File: src/rtl/tc141_pipex.sv
// Elastic DEPTH-stage valid/ready pipeline with bubble collapsing and synchronous flush.
// Optional occupancy counter output o_cnt is built when TC141_PIPEX_CNT_EN is defined.
module tc141_pipex #(
  parameter int unsigned      WIDTH       = 8,
  parameter int unsigned      DEPTH       = 2,
  parameter logic [WIDTH-1:0] RESET_VALUE = '0,
  parameter bit               RESET_ENB   = 1'b0
) (
  input  logic             clk,
  input  logic             rst_,
  input  logic             flush,
  input  logic             i_vld,
  output logic             i_rdy,
  input  logic [WIDTH-1:0] idat,
  output logic             o_vld,
  input  logic             o_rdy,
  output logic [WIDTH-1:0] odat
`ifdef TC141_PIPEX_CNT_EN
  ,
  output logic [$clog2(DEPTH+1)-1:0] o_cnt
`endif
);

  logic [DEPTH-1:0] vld_q;
  logic [DEPTH-1:0] vld_d;
  logic [DEPTH-1:0] adv_c;
  logic [DEPTH-1:0] src_vld_c;
  logic             adv_chain_c;
  logic [WIDTH-1:0] dat_q     [DEPTH] = '{default: RESET_VALUE};
  logic [WIDTH-1:0] dat_d     [DEPTH];
  logic [WIDTH-1:0] src_dat_c [DEPTH];

  // Advance chain: a stage may load when it is empty or everything downstream moves.
  always_comb begin
    adv_c       = '0;
    adv_chain_c = o_rdy;
    for (int k = int'(DEPTH) - 1; k >= 0; k--) begin
      adv_chain_c = !vld_q[k] | adv_chain_c;
      adv_c[k]    = adv_chain_c;
    end
  end

  // Source of each stage: upstream port for stage 0, previous stage otherwise.
  always_comb begin
    src_vld_c[0] = i_vld;
    src_dat_c[0] = idat;
    for (int unsigned k = 1; k < DEPTH; k++) begin
      src_vld_c[k] = vld_q[k-1];
      src_dat_c[k] = dat_q[k-1];
    end
  end

  // Next state; data only moves with a valid source so bubbles never clobber it.
  always_comb begin
    vld_d = vld_q;
    dat_d = dat_q;
    for (int unsigned k = 0; k < DEPTH; k++) begin
      if (adv_c[k]) begin
        vld_d[k] = src_vld_c[k];
        if (src_vld_c[k]) begin
          dat_d[k] = src_dat_c[k];
        end
      end
    end
    if (flush) begin
      vld_d = '0;
      dat_d = dat_q;
    end
  end

  always_ff @(posedge clk or posedge rst_) begin
    if (rst_) begin
      vld_q <= '0;
    end else begin
      vld_q <= vld_d;
    end
  end

  generate
    if (RESET_ENB) begin : g_dat_rst
      always_ff @(posedge clk or posedge rst_) begin
        if (rst_) begin
          for (int unsigned k = 0; k < DEPTH; k++) begin
            dat_q[k] <= RESET_VALUE;
          end
        end else begin
          dat_q <= dat_d;
        end
      end
    end else begin : g_dat_norst
      always_ff @(posedge clk) begin
        dat_q <= dat_d;
      end
    end
  endgenerate

  assign i_rdy = adv_c[0];
  assign o_vld = vld_q[DEPTH-1];
  assign odat  = dat_q[DEPTH-1];

`ifdef TC141_PIPEX_CNT_EN
  localparam int unsigned CW = $clog2(DEPTH+1);

  logic          in_xfer_c;
  logic          out_xfer_c;
  logic [CW-1:0] cnt_q;
  logic [CW-1:0] cnt_d;

  assign in_xfer_c  = i_vld & adv_c[0];
  assign out_xfer_c = vld_q[DEPTH-1] & o_rdy;

  // Occupancy tracks transfers; flush empties the pipe.
  always_comb begin
    cnt_d = cnt_q;
    if (flush) begin
      cnt_d = '0;
    end else if (in_xfer_c && !out_xfer_c) begin
      cnt_d = cnt_q + CW'(1);
    end else if (out_xfer_c && !in_xfer_c) begin
      cnt_d = cnt_q - CW'(1);
    end
  end

  always_ff @(posedge clk or posedge rst_) begin
    if (rst_) begin
      cnt_q <= '0;
    end else begin
      cnt_q <= cnt_d;
    end
  end

  assign o_cnt = cnt_q;
`endif

endmodule

File: config.mk
export PLATFORM = sky130hd
export DESIGN_NAME = tc141_pipex
export DESIGN_NICKNAME = d
export VERILOG_FILES = /design/src/rtl/tc141_pipex.sv
export SDC_FILE = /design/constraint.sdc
export NUM_CORES = 1
export LEC_CHECK = 0
export BUFFER_PORTS_ARGS = -buffer_cell sky130_fd_sc_hd__clkbuf_2
export CORE_UTILIZATION = 41
export CTS_BUF_LIST = sky130_fd_sc_hd__clkbuf_4 sky130_fd_sc_hd__clkbuf_8 sky130_fd_sc_hd__clkbuf_16
export CTS_CLUSTER_SIZE = 25
export DETAILED_ROUTE_END_ITERATION = 6
export GPL_TIMING_DRIVEN = 1
export HOLD_SLACK_MARGIN = 0.08
export PLACE_DENSITY = 0.68
export SYNTH_ARGS = -nofsm -noshare
export SYNTH_HDL_FRONTEND = slang
export SYNTH_SLANG_ARGS = --single-unit
File: constraint.sdc
create_clock -name clk -period 1.35 [get_ports clk]
set_input_delay 0.0675 -clock clk [delete_from_list [all_inputs] [get_ports clk]]
set_output_delay 0.0675 -clock clk [all_outputs]
set_load 0.05 [all_outputs]
==> flow_summary_export.csv <==
group,metric,value,unit
outcome,outcome,"finished, final reports clean",
pwr,p_per_area,1160,nW/µm²
critical_path,required,1.29,ns
cts,clock_sinks,18,
grt,first_global_vias,340,
synthesis,ys_types,9,
sta,hold_viol,0,
synthesis,ys_ff_latch,18,
routing,drc,0,
run,cap_violations,0,
sta,slew_violations,0,
routing,dr.pass1.iters,2,
floorplanning,die_area,1790,µm²
critical_path,worstSetupPathType,"flip-flop to flip-flop",
grt,grt.total_usage,0.113,
sta,clock_skew,0.00407,ns
layout,n_antenna_cell,0,
routing,ant_nets,0,
grt,grt_max_degree,11,
critical_path,arrival,1.20,ns
floorplanning,ioPinCount,23,
floorplanning,die_h,42.3,µm
layout,nFillCells,120,
routing,vias,343,
placed_design,port-buffer-count,22,
critical_path,worst_r2r_path_depth,2,
placed_design,gp_congestion,0.746,
sta,setup_slack,0.0910,ns
cts,insertion_delay,0.28,ns
routing,dr.first_iter.drc_count,7,
routing,wl_per_cell,10.6,µm
sta,fin_crit,1.26,ns
routing,viasPerCell,4.34,
critical_path,critPathLaunchType,"flip-flop",
routing,routed_wl,840,µm
grt,overflow,0,
cts,htree_num_levels,1,
critical_path,cp_max_fo,8,
layout,fin_nets,77,
synthesis,ys_seq_area_frac,0.795,
grt,antenna_found_initial,0,
grt,grt_pass1_wl,1.41,mm
cts,post_cts_resized,0,
layout,syn_to_final_growth,32.1,%
sta,rsz0062_at_grt,"no",
synthesis,synthesis.area,667,µm²
cts,cts_root_buf,"clkbuf_4",
synthesis,syn_inst,35,
synthesis,synth.net_count,48,
layout,post_route_cells_drive_above_1_share,0.492,
sta,worst_slew_pin_slew,0.404,ns
floorplanning,rows,14,
cts,post-cts-setup-buffers,0,
cts,cts_tree,"yes",
pwr,finalPower,0.00102,W
hold_path,min_path_type,"input port to flip-flop",
cts,cts_buffer_depth,2,
critical_path,worst_setup_path_end_kind,"flip-flop",
placed_design,dp_hpwl,617,µm
synthesis,yosys_warnings,0,
pwr,leakage,0.378,nW
sta,slew_headroom,0.730,
synthesis,synth_area_per_cell,19.1,µm²
sta,fmax,794,MHz
sta,setup_viol,0,
floorplanning,die_width,42.3,µm
hold_path,hold_depth,3,
placed_design,pre_cts_slack,0.0772,ns
floorplanning,start_util,0.443,
cts,cts_buffers,3,
floorplanning,coreArea,1510,µm²
cts,clk_pin_slew,0.09,ns
sta,period_share,0.933,
pwr,peakVddDrop,0.000619,V
==> cell usage in the layout (no fill, tap or decap) <==
master and instances:
a21oi_1 1, a21oi_2 1, clkbuf_2 22, clkbuf_4 4, dfrtp_1 1, dfrtp_2 1
dlygate4sd3_1 10, edfxtp_1 16, inv_1 3, nand2b_1 1, nand3b_4 1, nor3b_4 2
==> final timing paths <==
kind                                       from                    to  slack [ns]
setup / recovery           vld_q[1]$_DFFE_PP0P_     odat[2]$_DFFE_PP_        0.09
hold / removal                            i_vld  vld_q[0]$_DFFE_PP0P_        0.09
setup reg to reg           vld_q[1]$_DFFE_PP0P_     odat[2]$_DFFE_PP_        0.09
hold reg to reg             dat_q[13]$_DFFE_PP_     odat[5]$_DFFE_PP_        0.43
max in group asynchronous                  rst_  vld_q[1]$_DFFE_PP0P_        1.06
min in group asynchronous                  rst_  vld_q[1]$_DFFE_PP0P_        0.17
==> kinds of logic (layout without fill, tap and decap cells) <==
kind of cell | count (synthesis) | after routing | synth area share
flops | 18 | 18 | 0.795
buf+inv | 11 | 39 | 0.107
simple gates | 4 | 4 | 0.0769
compound gates | 2 | 2 | 0.0206
==> state kept, by name (all words and copies together), names as in the netlist <==
register	count
dat_q	8
odat	8
vld_q	2
==> metrics by stage <==
| stage | hold slack, ns | util | setup TNS (ns) | cells | area [µm²] |
|---|---|---|---|---|---|
| 6_report | 0.0891 | 0.585 | 0 | 79 | 881 |
| 4_1_cts | 0.0866 | 0.585 | 0 | 79 | 881 |
| 5_1_grt | 0.0936 | 0.585 | 0 | 79 | 881 |
| 3_5_place_dp | -0.0975 | 0.498 | 0 | 65 | 751 |
| 2_1_floorplan | -0.191 | - | -0.834 | 35 | 681 |
| 3_3_place_gp | -0.0977 | 0.498 | 0 | 65 | 751 |
==> synth_stat cells <==
library cell   n  share of area
edfxtp_1      16           0.72
buf_4          8          0.090
inv_1          3          0.017
dfrtp_1        2          0.075
nor3b_2        2          0.038
a21oi_1        1         0.0075
a21oi_2        1          0.013
nand2b_1       1         0.0094
nand3b_4       1          0.030
==> layer usage <==
metal  wire length [µm]  track usage  up-vias
met3                 33       0.0129        2
li1                   -            -      174
met2                473        0.188       14
met5                  0            0        -
met1                326        0.129      153
met4                  7       0.0938        0
==> area by class of cell <==
| type | instances | area, µm² | area share |
|---|---|---|---|
| clock buffers | 4 | 30.0 | 0.0341 |
| inverters | 3 | 11.3 | 0.0128 |
| multi-input cells | 6 | 77.6 | 0.0881 |
| flip-flops and latches | 18 | 532 | 0.604 |
| well taps | 16 | 20.0 | 0.0227 |
| repair buffers | 32 | 210 | 0.239 |
==> power by group <==
group / total (W) / leakage [nW] / internal, W / switching (W)
Clock: 0.000280 / 0.0184 / 0.000135 / 0.000145
Sequential: 0.000637 / 0.173 / 0.000630 / 0.00000762
Combinational: 0.000103 / 0.186 / 0.0000453 / 0.0000582
Total: 0.00102 / 0.378 / 0.000810 / 0.000211
==> critical path: stages, from the launching register on <==
cell	delay (ns)
dfrtp_2	0.44
nand2b_1	0.10
nor3b_4	0.39
==> repair_timing <==
| action | CTS | global route |
|---|---|---|
| setup endpoints to repair | 0 | 0 |
| hold buffers | 10 | 0 |
| hold endpoints to repair | 12 | 0 |
Power figures use the tool's default switching activity.
